===== src/rtl/buf_drain_ctrl.sv =====
// buf_drain_ctrl: read-side controller for a single-port RGB frame buffer.
// Hands the fill window to the writer, waits for a fresh full flag, scans the
// buffer in address order and streams the pixels over valid/ready through a
// 2-entry skid FIFO, then re-opens the fill window.
module buf_drain_ctrl #(
   parameter int unsigned DEPTH = 10000,
   parameter int unsigned AW    = 20
) (
   input  logic          clk,
   input  logic          reset,
   input  logic          buf_full,
   output logic          re,
   output logic [AW-1:0] rd_addr,
   output logic          rd_own,
   input  logic [7:0]    r_in,
   input  logic [7:0]    g_in,
   input  logic [7:0]    b_in,
   output logic          buf_empty,
   output logic          pix_valid,
   input  logic          pix_ready,
   output logic [23:0]   pix_data,
   output logic          pix_last,
   output logic          frame_done
);

   localparam logic [AW-1:0] LAST_ADDR = AW'(DEPTH - 1);

   typedef enum logic [1:0] {
      FILL,
      DRAIN,
      FLUSH
   } state_t;

   state_t        state, state_nxt;
   logic          full_q;
   logic          inflight;
   logic          inflight_last;
   logic [AW-1:0] issue_ptr;
   logic          launch;

   logic [23:0]   fifo_data [2];
   logic          fifo_last [2];
   logic          wr_ptr, rd_ptr;
   logic [1:0]    count;
   logic          pop;
   logic [2:0]    occ;

   assign pix_valid  = (count != 2'd0);
   assign pop        = pix_valid & pix_ready;
   assign pix_data   = fifo_data[rd_ptr];
   assign pix_last   = pix_valid & fifo_last[rd_ptr];
   assign frame_done = pop & fifo_last[rd_ptr];
   assign rd_addr    = issue_ptr;

   // Words committed after this cycle's pop; the pop credit lets a steady
   // ready stream sustain one pixel per cycle without overfilling the FIFO.
   assign occ = {1'b0, count} + {2'b00, inflight} - {2'b00, pop};

   // Next-state, buffer-side controls and fill-start detection
   always_comb begin
      state_nxt = state;
      re        = 1'b0;
      rd_own    = 1'b0;
      buf_empty = 1'b0;
      launch    = 1'b0;
      case (state)
         FILL: begin
            buf_empty = 1'b1;
            if (buf_full && !full_q) begin
               launch    = 1'b1;
               state_nxt = DRAIN;
            end
         end
         DRAIN: begin
            rd_own = 1'b1;
            if (occ < 3'd2) begin
               re = 1'b1;
               if (issue_ptr == LAST_ADDR) state_nxt = FLUSH;
            end
         end
         FLUSH: begin
            rd_own = inflight;
            if (frame_done) state_nxt = FILL;
         end
         default: state_nxt = FILL;
      endcase
   end

   // State, full-flag edge register and read issue tracking
   always_ff @(posedge clk or posedge reset) begin
      if (reset) begin
         state         <= FILL;
         full_q        <= 1'b1;
         inflight      <= 1'b0;
         inflight_last <= 1'b0;
         issue_ptr     <= '0;
      end else begin
         state         <= state_nxt;
         full_q        <= buf_full;
         inflight      <= re;
         inflight_last <= re & (issue_ptr == LAST_ADDR);
         if (launch)
            issue_ptr <= '0;
         else if (re && issue_ptr != LAST_ADDR)
            issue_ptr <= issue_ptr + 1'b1;
      end
   end

   // Output FIFO: capture returned words with their last tag, pop on handshake
   always_ff @(posedge clk or posedge reset) begin
      if (reset) begin
         fifo_data[0] <= '0;
         fifo_data[1] <= '0;
         fifo_last[0] <= 1'b0;
         fifo_last[1] <= 1'b0;
         wr_ptr       <= 1'b0;
         rd_ptr       <= 1'b0;
         count        <= 2'd0;
      end else begin
         if (inflight) begin
            fifo_data[wr_ptr] <= {b_in, g_in, r_in};
            fifo_last[wr_ptr] <= inflight_last;
            wr_ptr            <= ~wr_ptr;
         end
         if (pop) rd_ptr <= ~rd_ptr;
         count <= count + {1'b0, inflight} - {1'b0, pop};
      end
   end

endmodule


===== config.mk =====
export PLATFORM = sky130hd
export DESIGN_NAME = buf_drain_ctrl
export DESIGN_NICKNAME = d
export VERILOG_FILES = /design/src/rtl/buf_drain_ctrl.sv
export SDC_FILE = /design/constraint.sdc
export NUM_CORES = 1
export LEC_CHECK = 0
export BUFFER_PORTS_ARGS = -buffer_cell sky130_fd_sc_hd__buf_2
export CORE_UTILIZATION = 59
export CTS_CLUSTER_SIZE = 10
export DETAILED_ROUTE_END_ITERATION = 10
export GPL_TIMING_DRIVEN = 0
export PLACE_DENSITY_LB_ADDON = 0.08
export SYNTH_ARGS = -nofsm -noshare
export SYNTH_HDL_FRONTEND = slang
export SYNTH_SLANG_ARGS = --single-unit

===== constraint.sdc =====
create_clock -name clk -period 5.6 [get_ports clk]
set_input_delay 0.84 -clock clk [delete_from_list [all_inputs] [get_ports clk]]
set_output_delay 0.84 -clock clk [all_outputs]
set_load 0.05 [all_outputs]

==> results of run 1 <==
[final cells by class]
type / count / area [um2] / area share
flip-flops and latches: 79 / 1980 / 0.440
multi-input cells: 206 / 1710 / 0.380
repair buffers: 78 / 413 / 0.0919
clock buffers: 10 / 128 / 0.0284
well taps: 75 / 93.8 / 0.0209
clock inverters: 6 / 68.8 / 0.0153
plain buffers: 14 / 62.6 / 0.0139
inverters: 10 / 40.0 / 0.00891
[worst max-delay path, cell delays in order, from the launching register on]
cell and delay [ns]:
dfrtp_1 0.43, o21ai_0 0.50, inv_1 0.11, ha_1 0.30
inv_1 0.04, ha_1 0.18, fa_1 0.53, nor2b_1 0.22
nand2_1 0.11, buf_6 0.16, inv_1 0.14, buf_2 0.30
[power groups by stage]
stage | registers, mW | logic [mW] | clock network (mW)
5_1_grt | 0.920 | 1.51 | 0.454
2_1_floorplan | 0.885 | 1.14 | 0
6_report | 0.891 | 1.41 | 0.423
4_1_cts | 0.893 | 1.42 | 0.431
3_3_place_gp | 0.881 | 1.38 | 0
3_5_place_dp | 0.904 | 1.42 | 0
[routing by layer]
layer  vias to the layer above  routed length [um]  track usage
met5                         -                   0            0
met4                         0                 153        0.123
met3                        14                 360       0.0527
met2                        76                3930        0.429
met1                      1348                3440        0.320
li1                       1304                   -            -
[synth_stat cells, types with 3 or more instances]
library cell | count | area, um2
nand2_1 | 21 | 78.8
o31ai_1 | 5 | 37.5
and3_1 | 4 | 25.0
nand2b_1 | 6 | 37.5
dfrtp_1 | 78 | 1950
a21oi_1 | 13 | 65.1
mux2_2 | 74 | 833
o21ai_0 | 5 | 25.0
or4_1 | 7 | 52.6
xor2_1 | 3 | 26.3
nor2_1 | 12 | 45.0
ha_1 | 6 | 75.1
nand3_1 | 4 | 20.0
xnor2_1 | 4 | 35.0
nand4_1 | 7 | 43.8
inv_1 | 10 | 37.5
clkbuf_1 | 10 | 37.5
mux2i_1 | 5 | 50.1
[registers in the layout, summed over array words and instances, names as in the netlist]
name           flops
fifo_data         48
wr_ptr             1
inflight           1
rd_ptr             1
rd_addr           20
fifo_last          2
count              2
inflight_last      1
state              2
full_q             1
[logic make-up (layout without fill, tap and decap cells)]
logic type	Yosys count	in the layout	share of synthesized area
AO/OA/AOI/OAI	36	36	0.0615
XOR/XNOR	7	7	0.0162
adder cells (fa/ha/maj)	7	7	0.0251
buffers and inverters	24	118	0.0264
flip-flops	79	79	0.522
multiplexers	79	79	0.233
AND/OR/NAND/NOR	77	77	0.115
[final timing paths]
kind                       slack, ns  startpoint             to
min in group clk                0.49      wr_ptr         wr_ptr
min reg2reg                     0.49      wr_ptr         wr_ptr
max in group asynchronous       4.66       reset         full_q
min                             0.35       reset  fifo_data[43]
max                             1.37    count[1]             re
max reg2reg                     2.22    count[1]     rd_addr[9]
[metrics by stage]
step / utilization / setup slack, ns / hold slack, ns / instances / total power [mW]
after floorplan: - / 1.91 / 0.454 / 309 / 2.03
after global routing: 0.741 / 1.14 / 0.344 / 478 / 2.88
after global placement: 0.704 / 1.60 / 0.468 / 461 / 2.26
after CTS: 0.741 / 1.36 / 0.349 / 478 / 2.75
after detailed placement: 0.709 / 1.56 / 0.479 / 462 / 2.32
final: 0.741 / 1.37 / 0.355 / 478 / 2.73
==> impl_metrics.toml, run 1 <==
[run_status]
outcome = "finished, final reports clean"

[worst_setup_path]
crit_type = "reg -> out"
crit_arrival_ns = 3.39
reg2regPathDepth = 11
critPathRequiredTime_ns = 4.76
worst_setup_path_start_kind = "flop"
crit_path_end_kind = "output port"
cp_max_fo = 10

[pwr]
p_seq_frac = 0.327
switchingPower_mw = 1.24
pwr-share-clk = 0.155
switching_share = 0.454
p_leak_nw = 2.10
intPower_mw = 1.49
power_density_nw_per_um2 = 607
ir_drop_mv = 0.496
combPwrFrac = 0.518

[timing]
maxSlewViolCount = 0
fin_crit_ns = 4.23
max_slew_margin = 0.557
period_share = 0.755
finalHoldViolCount = 0
fin_setup_tns_ns = 0
worst_pin_slew_ns = 0.664
grt_setup_unrepaired = "false"
setup-violations-final = 0
final.setup_skew_ns = 0.0103
fmax_mhz = 236

[synth]
ys_seq_area_frac = 0.522
synthFlopType = "dfrtp_1"
netlist_area_um2 = 3790
ys_ff_latch = 79
ys_types = 43
avgSynthCellArea_um2 = 12.3
synth-edff-count = 0
syn_nets = 344
synth_cells = 309
ys_async_sr_fraction = 1.00
synth_warnings = 0

[global_routing]
antenna_found_initial = 0
grt_max_degree = 74
track_usage = 0.257
grt_overflow = 0
first_global_vias = 2803
grt_first_pass_wirelength_mm = 12.8

[finish]
drive_gt1_frac = 0.439
nFillCells = 444
postLayoutCellArea_um2 = 4490
diodes = 0
final_common_cell = "buf_2"
final_cell_mix = "buf_2 (79), dfrtp_1 (78), mux2_2 (74), nand2_1 (21), a21oi_1 (13)"
area_delta_synth_final_pct = 18.6
final_nets = 433

[flow_run]
maxCapViolCount = 0

[die]
core_um2 = 6060
start_util = 0.625
design.portCount = 78
die_h_um = 82.1
rows = 28
die_w_um = 82.1
dieArea_um2 = 6740

[route]
vias = 2742
routedWlPerCell_um = 16.5
drc = 0
dr.pass1.iters = 4
vias_per_cell = 5.74
drt-total-wl_mm = 7.89
drt_iter0_drc = 124
ant_nets = 0

[clocking]
cts-resized-gates = 0
clk_latency_ns = 0.36
htree_num_levels = 3
hold_buffers = 0
numCtsBuffers = 9
cts_tree = "built"
clk_pin_slew_worst_paths_ns = 0.08
clock-sinks = 79
clock_path_buffers = 2
postCtsSetupRepairBufs = 0
clock-root-buffer = "clkbuf_8"

[place]
placed_cell_area_um2 = 4300
port-buffer-count = 77
dpl.hpwl_mm = 5.64
gp_congestion = 0.859

[min_path]
hp-class = "in -> async"
Note: power is estimated with default switching activity, not from simulation.
==> run 2, diff against run 1 <==
--- a/config.mk
+++ b/config.mk
@@ -5,8 +5,9 @@
 export SDC_FILE = /design/constraint.sdc
 export NUM_CORES = 1
 export LEC_CHECK = 0
+export ABC_AREA = 1
 export BUFFER_PORTS_ARGS = -buffer_cell sky130_fd_sc_hd__buf_2
-export CORE_UTILIZATION = 59
+export CORE_UTILIZATION = 50
 export CTS_CLUSTER_SIZE = 10
 export DETAILED_ROUTE_END_ITERATION = 10
 export GPL_TIMING_DRIVEN = 0
==> constraint.sdc (replaced) <==
create_clock -name clk -period 3.7 [get_ports clk]
set_input_delay 0.555 -clock clk [delete_from_list [all_inputs] [get_ports clk]]
set_output_delay 0.555 -clock clk [all_outputs]
set_load 0.05 [all_outputs]
==> run 2 against run 1 <==
  * Die area grew 25%
  * Via count increased by 32%
  * Clock skew up 0.0038 ns
  * Sequential power increased by 52%
  * Utilization decreased by 12 points
  * Count of clock-buffer cells in the layout stayed put
  * Critical path depth decreased by 1
  * Non-clock buffer count increased by 5
  * Clock power is 68% higher
  * Combinational power grew 50%
  * Critical endpoint unchanged
==> impl_metrics.toml, run 2 <==
[synth]
synth_largest_area_cell = "dfrtp_1"
netlist_area_um2 = 4030
synth_cells = 540
synth_top_area_share = 0.484
yosys-top-cells-area = "dfrtp_1 (48%), nand2_1 (20%), o21ai_0 (6.6%)"
synth-edff-count = 0
ys_async_sr_fraction = 1.00
ys_seq_area_frac = 0.491
ys_types = 27
synthTopCellsByCount = "nand2_1 (218), dfrtp_1 (78), inv_1 (57), o21ai_0 (53), nor2_1 (43)"
ys_ff_latch = 79
yosysMostFrequentCell = "nand2_1"
avgSynthCellArea_um2 = 7.46
synthFlopType = "dfrtp_1"
syn_nets = 575
synth_warnings = 0

[clocking]
clk_latency_ns = 0.35
clk_pin_slew_worst_paths_ns = 0.09
cts_tree = "built"
numCtsBuffers = 9
clock_path_buffers = 2
hold_buffers = 0
clock-sinks = 79
cts-resized-gates = 0
clock-root-buffer = "clkbuf_8"
postCtsSetupRepairBufs = 0
htree_num_levels = 3

[die]
core_um2 = 7770
dieArea_um2 = 8420
die_h_um = 91.8
die_w_um = 91.8
design.portCount = 78
rows = 32
start_util = 0.519

[route]
vias = 3622
drc = 0
drt_iter0_drc = 200
drt-total-wl_mm = 9.39
vias_per_cell = 4.92
routedWlPerCell_um = 12.8
dr.pass1.iters = 5
ant_nets = 0

[flow_run]
maxCapViolCount = 0

[timing]
setup-violations-final = 0
worst_pin_slew_ns = 0.541
maxSlewViolCount = 0
fin_crit_ns = 3.16
finalHoldViolCount = 0
timing.hold.ws_ns = 0.0784
final.setup_skew_ns = 0.0141
period_share = 0.854
grt_setup_unrepaired = "false"
max_slew_margin = 0.639
fin_setup_tns_ns = 0
layout_setup_ws_ns = 0.541
fmax_mhz = 317

[worst_setup_path]
crit_type = "reg -> out"
worst_setup_path_start_kind = "flop"
path_cells = "nor2_1 -> nor2_1 -> ha_1 -> inv_1 -> ha_1 -> fa_1 -> xor2_1 -> nand3_1 -> clkinv_1 -> buf_2"
critPathRequiredTime_ns = 3.14
crit_path_end_kind = "output port"
crit_buf_inv = 3
crit_arrival_ns = 2.60
reg2regPathDepth = 12
cp_slowest_cell = "dfrtp_1"
cp.depth = 10
critPathTopFamily = "adder cells"
max_stage_delay_ns = 0.41
cp_max_fo = 4

[global_routing]
grt_first_pass_wirelength_mm = 15.9
grt_max_degree = 74
antenna_found_initial = 0
first_global_vias = 3325
grt_overflow = 0
track_usage = 0.240

[place]
dp_cells = 720
dpl.hpwl_mm = 6.73
port-buffer-count = 77
gp_congestion = 0.881
pre_cts_slack_ns = 0.760

[finish]
diodes = 0
instances_no_fill = 736
largest_reg_flops = 48
nFillCells = 738
largest_register = "fifo_data"
final_cell_mix = "nand2_1 (218), buf_2 (79), dfrtp_1 (78), inv_1 (56), o21ai_0 (53)"
final_nets = 664
area_delta_synth_final_pct = 18.9
final_common_cell = "nand2_1"
drive_gt1_frac = 0.172

[pwr]
power_density_nw_per_um2 = 870
ir_drop_mv = 0.299
p_leak_nw = 2.64

[min_path]
hp-class = "in -> async"

[run_status]
outcome = "finished, final reports clean"
==> run 2: cells by family (layout without fill, tap and decap cells) <==
| kind of cell | after synthesis | count (layout) | share of synthesized area |
|---|---|---|---|
| AOI/OAI and AO/OA | 57 | 57 | 0.0727 |
| DFF | 79 | 79 | 0.491 |
| xor gates and xnor gates | 13 | 13 | 0.0283 |
| buffers and inverters | 80 | 174 | 0.0776 |
| adders and majority gates | 7 | 7 | 0.0236 |
| and+or+nand+nor | 304 | 304 | 0.307 |
==> run 2: worst paths after layout <==
kind                                     from  slack (ns)            end
worst max-delay path                 count[1]        0.54             re
worst min-delay path                    reset        0.08   fifo_data[6]
worst max register to register       count[1]        1.01     rd_addr[7]
worst min register to register  fifo_data[47]        0.49  fifo_data[47]
max in group asynchronous               reset        3.04         full_q
min in group clk                     buf_full        0.33         full_q
==> run 2: where the power goes <==
part / leakage (nW) / internal (mW) / switching [mW]
Clock: 0.111 / 0.385 / 0.326
Combinational: 1.53 / 0.510 / 1.60
Sequential: 0.997 / 1.18 / 0.174
Total: 2.64 / 2.07 / 2.10
==> run 2: cell type report <==
class,count,area (um2),share of cell area
plain buffers,19,81.3,0.0170
clock buffers,10,128,0.0266
clock inverters,6,91.3,0.0191
inverters,61,234,0.0488
multi-input cells,381,1740,0.363
flip-flops and latches,79,1980,0.413
well taps,102,128,0.0266
repair buffers,78,413,0.0862
==> run 2: worst register-to-register path: stages, from the launching register on <==
cell	delay [ns]
dfrtp_1	0.41
nor2_1	0.18
nor2_1	0.11
ha_1	0.28
inv_1	0.04
ha_1	0.18
fa_1	0.37
xor2_1	0.18
nand3_1	0.13
nor2_1	0.25
buf_2	0.29
nand4_1	0.12
nand2_1	0.10
==> run 2: per-stage QoR <==
step,area (um2),power (mW),util
after floorplan,4030,2.98,-
after global placement,4540,3.43,0.585
after detailed placement,4570,3.49,0.589
after CTS,4790,4.20,0.617
after global routing,4790,4.46,0.617
final,4790,4.17,0.617
==> run 2: routing by layer <==
| layer | share of wire | wire length (um) | GRT usage |
|---|---|---|---|
| met4 | 0.0056 | 53 | 0.0586 |
| met1 | 0.45 | 4240 | 0.316 |
| met5 | 0 | 0 | 0 |
| met2 | 0.49 | 4580 | 0.413 |
| met3 | 0.055 | 516 | 0.0423 |
==> run 3, diff against run 2 <==
--- a/config.mk
+++ b/config.mk
@@ -11,7 +11,7 @@
 export CTS_CLUSTER_SIZE = 10
 export DETAILED_ROUTE_END_ITERATION = 10
 export GPL_TIMING_DRIVEN = 0
-export PLACE_DENSITY_LB_ADDON = 0.08
+export PLACE_DENSITY = 0.79
 export SYNTH_ARGS = -nofsm -noshare
 export SYNTH_HDL_FRONTEND = slang
 export SYNTH_SLANG_ARGS = --single-unit
==> run 3 against run 2 <==
  * Count of clock-buffer cells in the layout is 2 higher
  * Critical path type unchanged
  * Combinational power hardly changed
  * Final cell count stayed put
  * Hold slack better by 0.091 ns
  * Largest cell class unchanged
  * Global-route usage is 0.60 points higher
  * Final area is 0.29% higher
  * Die area stayed put
  * Non-clock buffer count stayed put
==> impl_metrics.toml, run 3 (same netlist as run 2, synthesis figures left out) <==
[run_status]
outcome = "finished, final reports clean"

[worst_setup_path]
critPathRequiredTime_ns = 3.14
worst_setup_path_start_kind = "flop"
cp_max_fo = 4
crit_arrival_ns = 2.66
reg2reg_setup_slack_ns = 0.89
crit_type = "reg -> out"
crit_buf_inv = 4
path_cells = "nor2_1 -> nor2_1 -> ha_1 -> inv_1 -> ha_1 -> fa_1 -> inv_1 -> nand3_1 -> clkinv_1 -> buf_2"
crit_path_end_kind = "output port"
max_stage_delay_ns = 0.52
critPathTopFamily = "adder cells"
cp_slowest_cell = "fa_1"
cp.depth = 10
critPathCapture = "re"
reg2reg_from = "count[1]"
r2r_end = "rd_addr[13]"
critPathLaunch = "count[1]"
reg2regPathDepth = 12

[route]
drt-total-wl_mm = 9.69
vias_per_cell = 5.01
vias = 3688
routedWlPerCell_um = 13.2
dr.pass1.iters = 4
drc = 0
ant_nets = 0
drt_iter0_drc = 210

[timing]
worst_pin_slew_ns = 0.546
grt_setup_unrepaired = "false"
period_share = 0.870
fmax_mhz = 311
layout_setup_ws_ns = 0.481
finalHoldViolCount = 0
max_slew_margin = 0.636
fin_setup_tns_ns = 0
fin_crit_ns = 3.22
maxSlewViolCount = 0
setup-violations-final = 0
final.setup_skew_ns = 0.0111

[clocking]
clock_path_buffers = 2
clk_pin_slew_worst_paths_ns = 0.08
clk_latency_ns = 0.35
clock-sinks = 79
postCtsSetupRepairBufs = 0
hold_buffers = 0
htree_num_levels = 3
cts_tree = "built"
clock-root-buffer = "clkbuf_8"
numCtsBuffers = 9
cts-resized-gates = 0

[pwr]
p_leak_nw = 2.64
power_density_nw_per_um2 = 876
ir_drop_mv = 0.362

[finish]
final_common_cell = "nand2_1"
drive_gt1_frac = 0.172
final_core_util = 0.619
final_cell_mix = "nand2_1 (218), buf_2 (79), dfrtp_1 (78), inv_1 (56), o21ai_0 (53)"
largest_register = "fifo_data"
postLayoutCellArea_um2 = 4800
instances_no_fill = 736
final_nets = 664
largest_reg_flops = 48
diodes = 0
area_delta_synth_final_pct = 19.3

[die]
rows = 32
design.portCount = 78
dieArea_um2 = 8420
die_h_um = 91.8
die_w_um = 91.8
core_um2 = 7770
start_util = 0.519

[flow_run]
maxCapViolCount = 0

[global_routing]
grt_max_degree = 56
grt_first_pass_wirelength_mm = 16.2
grt_overflow = 0
track_usage = 0.246
antenna_found_initial = 0
first_global_vias = 3391

[place]
gp_congestion = 0.887
port-buffer-count = 77
pre_cts_slack_ns = 0.735
dp_cells = 720
dpl.hpwl_mm = 6.91
placed_cell_area_um2 = 4570

[min_path]
hp-class = "in -> async"
==> run 3: report_power, final <==
group	leakage, nW	total, mW	switching (mW)	internal [mW]
registers	0.997	1.35	0.177	1.18
clock network	0.117	0.730	0.310	0.420
logic	1.53	2.12	1.61	0.513
==> run 3: layout make-up <==
cell class                      count  area [um2]
Clock inverter                      4        77.6
Buffer                             19        81.3
Tap cell                          102         128
Inverter                           61         234
Sequential cell                    79        1980
Multi-Input combinational cell    381        1740
Timing Repair Buffer               78         413
Clock buffer                       12         155
Fill cell                         694        2960
==> run 3: worst min-delay path by stage <==
| stage | cells past startpoint | endpoint | start |
|---|---|---|---|
| finish | 2 | fifo_data[33] | reset |
| global route | 2 | fifo_data[32] | reset |
| CTS | 2 | fifo_data[32] | reset |
| detailed placement | 2 | fifo_data[9] | fifo_data[9] |
| global placement | 2 | fifo_data[37] | fifo_data[37] |
| floorplan | 2 | fifo_data[0] | fifo_data[0] |
==> run 3: layer usage <==
| metal | vias up | wire, um | global-route usage |
|---|---|---|---|
| met5 | - | 0 | 0 |
| met2 | 138 | 4610 | 0.399 |
| met4 | 0 | 137 | 0.0833 |
| met1 | 1693 | 4330 | 0.339 |
| met3 | 13 | 617 | 0.0381 |
| li1 | 1844 | - | - |
==> run 3: through the flow <==
stage,power (mW),hold slack (ns)
after global routing,4.49,0.192
after floorplan,2.98,0.453
after CTS,4.23,0.171
after global placement,3.43,0.465
after detailed placement,3.50,0.473
final,4.21,0.169
